$ cat src/rtl/datapath_seq_pkg.sv
// Shared opcode/funct constants, FSM state encoding and decoder
// for the RV64 datapath sequencer.
package datapath_seq_pkg;

  typedef enum logic [1:0] {
    IDLE = 2'd0,
    EXEC = 2'd1,
    MEM  = 2'd2,
    WB   = 2'd3
  } state_t;

  typedef enum logic [2:0] {
    OP_NONE = 3'd0,
    OP_LD   = 3'd1,
    OP_SD   = 3'd2,
    OP_ADDI = 3'd3,
    OP_ADD  = 3'd4,
    OP_SUB  = 3'd5
  } op_t;

  localparam logic [6:0] OPC_LOAD  = 7'b0000011;
  localparam logic [6:0] OPC_STORE = 7'b0100011;
  localparam logic [6:0] OPC_OPIMM = 7'b0010011;
  localparam logic [6:0] OPC_OP    = 7'b0110011;
  localparam logic [2:0] F3_D      = 3'b011;
  localparam logic [2:0] F3_ADD    = 3'b000;
  localparam logic [6:0] F7_ADD    = 7'b0000000;
  localparam logic [6:0] F7_SUB    = 7'b0100000;

  function automatic op_t decode(
    input logic [6:0] opc,
    input logic [2:0] f3,
    input logic [6:0] f7
  );
    op_t op;
    op = OP_NONE;
    if (opc == OPC_LOAD && f3 == F3_D)
      op = OP_LD;
    else if (opc == OPC_STORE && f3 == F3_D)
      op = OP_SD;
    else if (opc == OPC_OPIMM && f3 == F3_ADD)
      op = OP_ADDI;
    else if (opc == OPC_OP && f3 == F3_ADD) begin
      if (f7 == F7_ADD)
        op = OP_ADD;
      else if (f7 == F7_SUB)
        op = OP_SUB;
    end
    return op;
  endfunction

endpackage

$ cat src/rtl/imm_gen.sv
// Immediate extraction: sign-extended I/S-type immediates,
// zero for any other format.
module imm_gen
  import datapath_seq_pkg::*;
(
  input  logic [31:0] instr,
  output logic [63:0] immediate
);

  logic [6:0] opc;
  logic       unused;

  assign opc    = instr[6:0];
  assign unused = ^instr[19:12];

  always_comb begin
    immediate = '0;
    unique case (1'b1)
      (opc == OPC_LOAD) || (opc == OPC_OPIMM):
        immediate = {{52{instr[31]}}, instr[31:20]};
      (opc == OPC_STORE):
        immediate = {{52{instr[31]}}, instr[31:25],
                     instr[11:7]};
      default: immediate = '0;
    endcase
  end

endmodule

$ cat src/rtl/datapath_sequencer.sv
// Multi-cycle sequencer: captures one RV64 instruction and steps
// EXEC/MEM/WB, producing datapath controls and retire pulses.
module datapath_sequencer
  import datapath_seq_pkg::*;
(
  input  logic        clk,
  input  logic        rst_n,
  input  logic        instr_valid,
  input  logic [31:0] instr,
  output logic        instr_ready,
  output logic        done,
  output logic        illegal_instr,
  output logic [63:0] immediate,
  output logic [4:0]  readRegister1,
  output logic [4:0]  readRegister2,
  output logic [4:0]  writeRegister,
  output logic        writeEnable_DataMemory,
  output logic        writeEnable_Registers,
  output logic        muxSelect_SumVsReadData,
  output logic        muxSelect_ImmVsDataout2,
  output logic        SumOrSub,
  output logic [31:0] retired_count
);

  state_t      state;
  logic [31:0] instr_q;
  op_t         op;
  op_t         op_in;
  logic        rd_nz;

  assign op    = decode(instr_q[6:0], instr_q[14:12],
                        instr_q[31:25]);
  assign op_in = decode(instr[6:0], instr[14:12],
                        instr[31:25]);
  assign rd_nz = (instr_q[11:7] != 5'd0);

  assign readRegister1 = instr_q[19:15];
  assign readRegister2 = instr_q[24:20];
  assign writeRegister = instr_q[11:7];

  imm_gen u_imm_gen (
    .instr     (instr_q),
    .immediate (immediate)
  );

  always_comb begin
    muxSelect_SumVsReadData = 1'b0;
    muxSelect_ImmVsDataout2 = 1'b0;
    SumOrSub                = 1'b0;
    unique case (op)
      OP_LD: muxSelect_ImmVsDataout2 = 1'b1;
      OP_SD, OP_ADDI: begin
        muxSelect_SumVsReadData = 1'b1;
        muxSelect_ImmVsDataout2 = 1'b1;
      end
      OP_ADD: muxSelect_SumVsReadData = 1'b1;
      OP_SUB: begin
        muxSelect_SumVsReadData = 1'b1;
        SumOrSub                = 1'b1;
      end
      default: ;
    endcase
  end

  always_ff @(posedge clk or negedge rst_n) begin
    if (!rst_n) begin
      state                  <= IDLE;
      instr_q                <= '0;
      instr_ready            <= 1'b1;
      done                   <= 1'b0;
      illegal_instr          <= 1'b0;
      writeEnable_DataMemory <= 1'b0;
      writeEnable_Registers  <= 1'b0;
      retired_count          <= '0;
    end else begin
      done                   <= 1'b0;
      illegal_instr          <= 1'b0;
      writeEnable_DataMemory <= 1'b0;
      writeEnable_Registers  <= 1'b0;
      if (done)
        retired_count <= retired_count + 32'd1;
      unique case (state)
        IDLE: begin
          if (instr_valid && instr_ready) begin
            instr_q       <= instr;
            state         <= EXEC;
            instr_ready   <= 1'b0;
            illegal_instr <= (op_in == OP_NONE);
          end
        end
        EXEC: begin
          unique case (1'b1)
            (op == OP_NONE): begin
              state       <= IDLE;
              instr_ready <= 1'b1;
            end
            (op == OP_LD) || (op == OP_SD): begin
              state                  <= MEM;
              writeEnable_DataMemory <= (op == OP_SD);
              done                   <= (op == OP_SD);
            end
            default: begin
              state                 <= WB;
              writeEnable_Registers <= rd_nz;
              done                  <= 1'b1;
            end
          endcase
        end
        MEM: begin
          if (op == OP_SD) begin
            state       <= IDLE;
            instr_ready <= 1'b1;
          end else begin
            state                 <= WB;
            writeEnable_Registers <= rd_nz;
            done                  <= 1'b1;
          end
        end
        WB: begin
          state       <= IDLE;
          instr_ready <= 1'b1;
        end
        default: begin
          state       <= IDLE;
          instr_ready <= 1'b1;
        end
      endcase
    end
  end

endmodule
$ cat config.mk
export PLATFORM = sky130hd
export DESIGN_NAME = datapath_sequencer
export DESIGN_NICKNAME = d
export VERILOG_FILES = /design/src/rtl/datapath_seq_pkg.sv /design/src/rtl/imm_gen.sv /design/src/rtl/datapath_sequencer.sv
export SDC_FILE = /design/constraint.sdc
export NUM_CORES = 1
export LEC_CHECK = 0
export ABC_AREA = 1
export BUFFER_PORTS_ARGS = -buffer_cell sky130_fd_sc_hd__buf_2
export CAP_MARGIN = 20
export CORE_MARGIN = 4
export CORE_UTILIZATION = 40
export DETAILED_ROUTE_END_ITERATION = 7
export PLACE_DENSITY = 0.65
export SLEW_MARGIN = 20
export SYNTH_ARGS = -nofsm -noshare
export SYNTH_HDL_FRONTEND = slang
export SYNTH_SLANG_ARGS = --single-unit
$ cat constraint.sdc
create_clock -name clk -period 3.35 [get_ports clk]
set_clock_uncertainty 0.05 [all_clocks]
set_input_delay 0.335 -clock clk [delete_from_list [all_inputs] [get_ports clk]]
set_output_delay 0.335 -clock clk [all_outputs]
set_load 0.1 [all_outputs]
==> results of run 1 <==
[state kept, by name, indices dropped and copies added, names as in the netlist]
name and cells:
instr_q 32, retired_count 32, state 2, done 1, illegal_instr 1, instr_ready 1, writeEnable_DataMemory 1, writeEnable_Registers 1
[cell usage after synthesis, types with 7 or more instances]
cell type and n:
sky130_fd_sc_hd__nand3_1 15, sky130_fd_sc_hd__buf_4 68, sky130_fd_sc_hd__clkbuf_1 7, sky130_fd_sc_hd__nand4_1 12, sky130_fd_sc_hd__nor2_1 49, sky130_fd_sc_hd__o21ai_0 27, sky130_fd_sc_hd__nor3_1 10, sky130_fd_sc_hd__xor2_1 19
sky130_fd_sc_hd__dfrtp_1 70, sky130_fd_sc_hd__xnor2_1 8, sky130_fd_sc_hd__nand2_1 148, sky130_fd_sc_hd__inv_1 64
[stage by stage]
stage | std cells | hold WS, ps | setup WS [ps]
final | 767 | 40.2 | 368
after global routing | 767 | 98.7 | 45.6
after global placement | 751 | 406 | 846
after detailed placement | 751 | 410 | 706
after CTS | 767 | 57.7 | 311
after floorplan | 533 | -10.6 | -18.1
[layout make-up]
cell class | instances | area [µm²] | area share [%]
timing repair buffer | 157 | 796 | 16.5
clock inverter | 3 | 42.5 | 0.881
tap | 136 | 170 | 3.52
multi-input combinational | 322 | 1640 | 34.0
clock buffer | 13 | 159 | 3.29
sequential | 71 | 1780 | 36.8
inverter | 65 | 244 | 5.05
[logic make-up after synthesis]
group	Yosys count	synth area share [%]
AND/OR/NAND/NOR	258	27.9
flip-flops	71	42.4
adder cells (fa/ha/maj)	5	1.49
AO/OA/AOI/OAI	32	3.94
buffers and inverters	140	18.6
XOR/XNOR	27	5.64
[path summary, 6_finish.rpt]
kind	startpoint	to	slack (ps)
min reg2reg	instr_q[15]	instr_q[15]	430
max	instr_q[3]	immediate[42]	370
max reg2reg	retired_count[0]	retired_count[28]	1590
min	rst_n	retired_count[16]	40
min in group clk	instr[22]	instr_q[22]	140
max in group asynchronous	rst_n	retired_count[4]	2430
[per-layer routing]
metal / global-route usage [%] / routed length (µm) / vias to the layer above
li1: - / - / 1766
met1: 19.3 / 4110 / 1580
met2: 27.1 / 4580 / 110
met3: 6.23 / 784 / 10
met4: 3.78 / 87 / 0
met5: 0 / 0 / -
[report_power, final]
part	switching [mW]	leakage, nW	internal (mW)
Combinational	1.61	1.76	0.281
Clock	0.320	0.0996	0.385
Sequential	0.129	0.935	1.07
Total	2.06	2.80	1.73
==> reports/metrics.yaml, run 1 <==
status: "finished, final reports clean"
wire_length_of_the_first_global_routing_pass_mm: 15.4
count_of_flip_flops_with_a_built_in_enable_after_synthesis: 0
cp.buffers_inverters: 1
routabilityCongestion: 0.857
post-synth-top-area-fraction_pct: 41.8
worst_pin_slew_ps: 855
worst_path_max_delay_cell: "sky130_fd_sc_hd__nor2_4"
rows: 37
crit_required_ps: 2960
vias: 3466
worst_path_most_repeated_cell: "sky130_fd_sc_hd__nor2_1"
dominantRegCellSynth: "sky130_fd_sc_hd__dfrtp_1"
initial_core_util_pct: 40.8
die_width_um: 110
finalSetupViolations: 0
synthesis.instances: 533
diodes: 0
post_cts_clock_slew_at_the_launch_and_capture_registers_of_the_worst_setup_and_hold_paths_ps: 80
flow.area_growth_from_synthesis_pct: 15.3
detailed_place.area_um2: 4630
drt_pre_antenna_iters: 4
grt_start_max_net_pins: 54
die_height_um: 110
worst_setup_path_start_kind: "flip-flop"
ios: 154
layout.core_utilization_pct: 47.0
tritoncts: "yes"
final.min_clock_period_ps: 2980
cts_made_buffers: 9
finalPower_mw: 3.79
rsz0062_at_grt: "no"
worst_ep_arrival_time_ps: 2600
cts_root_buffer: "sky130_fd_sc_hd__clkbuf_8"
power_per_cell_area_nw_per_um2: 785
cts-hold-fix-buffers: 0
yosysTopAreaCell: "sky130_fd_sc_hd__dfrtp_1"
yosys_warnings: 0
holdCritPathClass: "in2async"
timing.reg2reg.worst_path_depth: 8
core-area_um2: 10300
layout.cells.most_common_list: "sky130_fd_sc_hd__buf_2, sky130_fd_sc_hd__nand2_1, sky130_fd_sc_hd__dfrtp_1"
final-hold-violation-count: 0
final-max-slew-violation-count: 0
finalCritPeriodShare_pct: 89.0
synth.ff_latch_count: 71
critical_path_depth: 6
post_route_cells_drive_above_1_share_pct: 30.9
grt_pass1_vias: 3382
critical-path-max-stage-delay_ps: 570
post_synth_main_area_contributors: "sky130_fd_sc_hd__dfrtp_1, sky130_fd_sc_hd__nand2_1, sky130_fd_sc_hd__buf_4"
die_area_um2: 12200
synth.net_count: 573
total_congestion_overflow: 0
total_setup_buffers_inserted_after_cts: 0
gr-usage-all-layers_pct: 16.0
max_cap_check_violation_count: 0
i_o_buffers: 153
layout.filler_cells: 1072
critical-path-top-delay-family: "simple AND/OR/NAND/NOR gates"
ir_drop_uv: 812
max_freq_mhz: 335
remaining_drc_errors: 0
post_synth_num_cell_types: 30
fin_setup_tns_ps: 0
crit_type: "reg2out"
clk-insertion-delay-late_ps: 340
postCtsResizedCells: 0
worst-path-max-fanout: 53
drt_antenna_net_count: 0
cellLeakagePower_nw: 2.80
sequence_of_cells_on_the_critical_path: "nor2_1, nand3_1, nor2_1, nor2_1, nor2_4, buf_2"
clock_sink_count: 71
dpl.hpwl_mm: 7.51
routed_wl_mm: 9.56
antenna_found_initial: 0
layout.nets: 666
netlist_area_um2: 4190
final_common_cell: "sky130_fd_sc_hd__buf_2"
cts_buffer_depth: 2
drt-vias-per-instance: 4.52
seq_area_frac_synth_pct: 42.4
postSynth.asyncResetShare_pct: 100
crit_path_capture_type: "output pin"
postSynthAreaPerCell_um2: 7.86
wire_per_inst_um: 12.5
cts.htree.levels: 3
maxSlewHeadroom_pct: 43.0
final_cell_area_um2: 4830
drtIter0Drc: 87
No activity file was read; power rests on OpenSTA's default activity.
==> inputs of run 2 (changes only) <==
==> constraint.sdc (replaced) <==
create_clock -name clk -period 3.35 [get_ports clk]
set_clock_uncertainty 0.05 [all_clocks]
set_input_delay 0.67 -clock clk [delete_from_list [all_inputs] [get_ports clk]]
set_output_delay 0.67 -clock clk [all_outputs]
set_load 0.1 [all_outputs]
==> run 2 against run 1 <==
  * Die area did not move
  * Power grew 2.3%
  * Final cell count down 0.13%
  * Worst hold slack improved by 290 ps
  * Core utilization is 0.34 points higher
  * Maximum frequency down 3.6%
  * Critical endpoint is now immediate[39]
  * Largest cell class unchanged
  * Highest routed layer unchanged
==> reports/metrics.yaml, run 2 (synthesis gave the netlist of run 1 again) <==
maxSlewHeadroom_pct: 49.7  # +6.7 points
critical-path-max-stage-delay_ps: 490  # -80 ps
max_cap_check_violation_count: 0  # unchanged
clock_power_share_pct: 20.3  # +1.7 points
sequence_of_cells_on_the_critical_path: "nor2_1, nand3_1, nor2_1, nor2_1, nor2_4, buf_4, buf_2"
comb_power_share_pct: 48.7  # -1.2 points
clock_sink_count: 71  # unchanged
setup.reg_to_reg.worst_slack_ps: 1440  # -150 ps
seq_area_um2: 1780  # unchanged
routed_wl_mm: 9.60  # +0.44%
timing.reg2reg.worst_path_depth: 7  # -1
die_area_um2: 12200  # unchanged
drt_pre_antenna_iters: 4  # unchanged
net-switching-power_mw: 2.07  # +0.57%
seq_power_share_pct: 31.0  # -0.6 points
status: "finished, final reports clean"
critical_path.startpoint: "instr_q[3]"
grt_start_max_net_pins: 54  # unchanged
wire_length_of_the_first_global_routing_pass_mm: 15.7  # +2.2%
gr-usage-all-layers_pct: 16.4  # +0.40 points
layout.filler_cells: 1033  # -3.6%
postCtsResizedCells: 0  # unchanged
cts_root_buffer: "sky130_fd_sc_hd__clkbuf_8"
cts_made_buffers: 9  # unchanged
cts.htree.levels: 3  # unchanged
rows: 37  # unchanged
setup.worst_path.end: "immediate[39]"
cts_buffer_depth: 2  # unchanged
final_common_cell: "sky130_fd_sc_hd__buf_2"
drt-vias-per-instance: 4.56  # +0.94%
rr_endpoint: "retired_count[22]"
diodes: 0  # unchanged
critical-path-top-delay-family: "simple AND/OR/NAND/NOR gates"
worst_path_max_delay_cell: "sky130_fd_sc_hd__buf_2"
worst-path-max-fanout: 53  # unchanged
grt_pass1_vias: 3445  # +1.9%
max_freq_mhz: 323  # -3.6%
detailed_place.area_um2: 4630  # +0.11%
flow.area_growth_from_synthesis_pct: 16.1
largest_registers: "instr_q: 32 flops, retired_count: 32 flops, state: 2 flops"
intPower_mw: 1.81  # +4.4%
fin_setup_tns_ps: 0  # unchanged
switching_share_pct: 53.4  # -0.94 points
total_congestion_overflow: 0  # unchanged
core-area_um2: 10300  # unchanged
ir_drop_uv: 801  # -1.3%
layout.cells.most_common_list: "sky130_fd_sc_hd__buf_2, sky130_fd_sc_hd__nand2_1, sky130_fd_sc_hd__dfrtp_1"
area_occupied_by_multi_input_gates_um2: 1640  # unchanged
dpl.hpwl_mm: 7.49  # -0.27%
antenna_found_initial: 0  # unchanged
rsz0062_at_grt: "yes"
drtIter0Drc: 96  # +10%
i_o_buffers: 153  # unchanged
layout.nets: 665  # -0.15%
vias: 3494  # +0.81%
holdCritPathClass: "in2async"
cellLeakagePower_nw: 2.81  # +0.42%
worst_path_most_repeated_cell: "sky130_fd_sc_hd__nor2_1"
critical_path_depth: 7  # +1
finalCritPeriodShare_pct: 92.3  # +3.3 points
worst_pin_slew_ps: 755  # -100 ps
finalSetupViolations: 0  # unchanged
total_setup_buffers_inserted_after_cts: 0  # unchanged
worst_ep_arrival_time_ps: 2370  # -230 ps
die_width_um: 110  # unchanged
final-hold-violation-count: 0  # unchanged
post_route_cells_drive_above_1_share_pct: 31.1  # +0.21 points
final-max-slew-violation-count: 0  # unchanged
power_per_cell_area_nw_per_um2: 798  # +1.6%
crit_required_ps: 2630  # -330 ps
finalPower_mw: 3.88  # +2.3%
ios: 154  # unchanged
tritoncts: "yes"
drt_antenna_net_count: 0  # unchanged
final_cell_area_um2: 4870  # +0.73%
cp.buffers_inverters: 2  # +1
crit_type: "reg2out"
crit_path_capture_type: "output pin"
post_cts_clock_slew_at_the_launch_and_capture_registers_of_the_worst_setup_and_hold_paths_ps: 80  # about the same
die_height_um: 110  # unchanged
cts-hold-fix-buffers: 0  # unchanged
wire_per_inst_um: 12.5  # +0.57%
final.min_clock_period_ps: 3090  # +111 ps
initial_core_util_pct: 40.8  # unchanged
worstReg2RegStart: "done"
routabilityCongestion: 0.865  # +0.95%
clk-insertion-delay-late_ps: 350  # about the same
worst_setup_path_start_kind: "flip-flop"
remaining_drc_errors: 0  # unchanged
-- run 2: changes by cell type in the layout (fill, tap and decap cells not counted), sizes merged --
cell	before	now
clkinvlp	1	2
bufinv	1	2
clkbuf	13	11
buf	157	156
-- run 2: power by group through the flow --
| stage | Combinational [mW] | Clock, mW | Sequential (mW) |
|---|---|---|---|
| finish | 1.89 | 0.789 | 1.20 |
| global route | 2.01 | 0.851 | 1.23 |
| CTS | 1.90 | 0.819 | 1.20 |
| detailed placement | 1.90 | 0 | 1.22 |
| global placement | 1.88 | 0 | 1.21 |
| floorplan | 1.69 | 0 | 1.30 |
-- run 2: per-stage QoR --
| step | setup WS [ps] | cells | utilization [%] | hold WS (ps) |
|---|---|---|---|---|
| 6_report | 256 | 766 | 47.3 | 333 |
| 5_1_grt | -44.3 | 766 | 47.3 | 386 |
| 4_1_cts | 189 | 766 | 47.3 | 349 |
| 3_5_place_dp | 603 | 750 | 45.1 | 417 |
| 3_3_place_gp | 697 | 750 | 45.1 | 407 |
| 2_1_floorplan | -353 | 533 | - | 324 |
-- run 2: routing by layer --
metal / track usage (%) / wire length [µm]
met4: 4.22 / 85
met5: 0 / 0
met2: 28.3 / 4730
met3: 5.94 / 789
met1: 19.4 / 4000
-- run 2: final cells by class --
cell class              count  area share (%)
well taps                 136            3.50
multi-input cells         322            33.7
clock inverters             5            1.65
repair buffers            156            16.5
flip-flops and latches     71            36.5
clock buffers              11            3.11
inverters                  65            5.01
-- run 2: how the worst min path moves through the flow --
stage                      startpoint           endpoint  slack, ps  cells past startpoint
after floorplan                 rst_n               done        320                      0
after global placement     instr_q[1]         instr_q[1]        410                      2
after detailed placement  instr_q[16]        instr_q[16]        420                      2
after CTS                       rst_n  retired_count[25]        350                      1
after global routing            rst_n  retired_count[25]        390                      1
final                           rst_n  retired_count[25]        330                      1
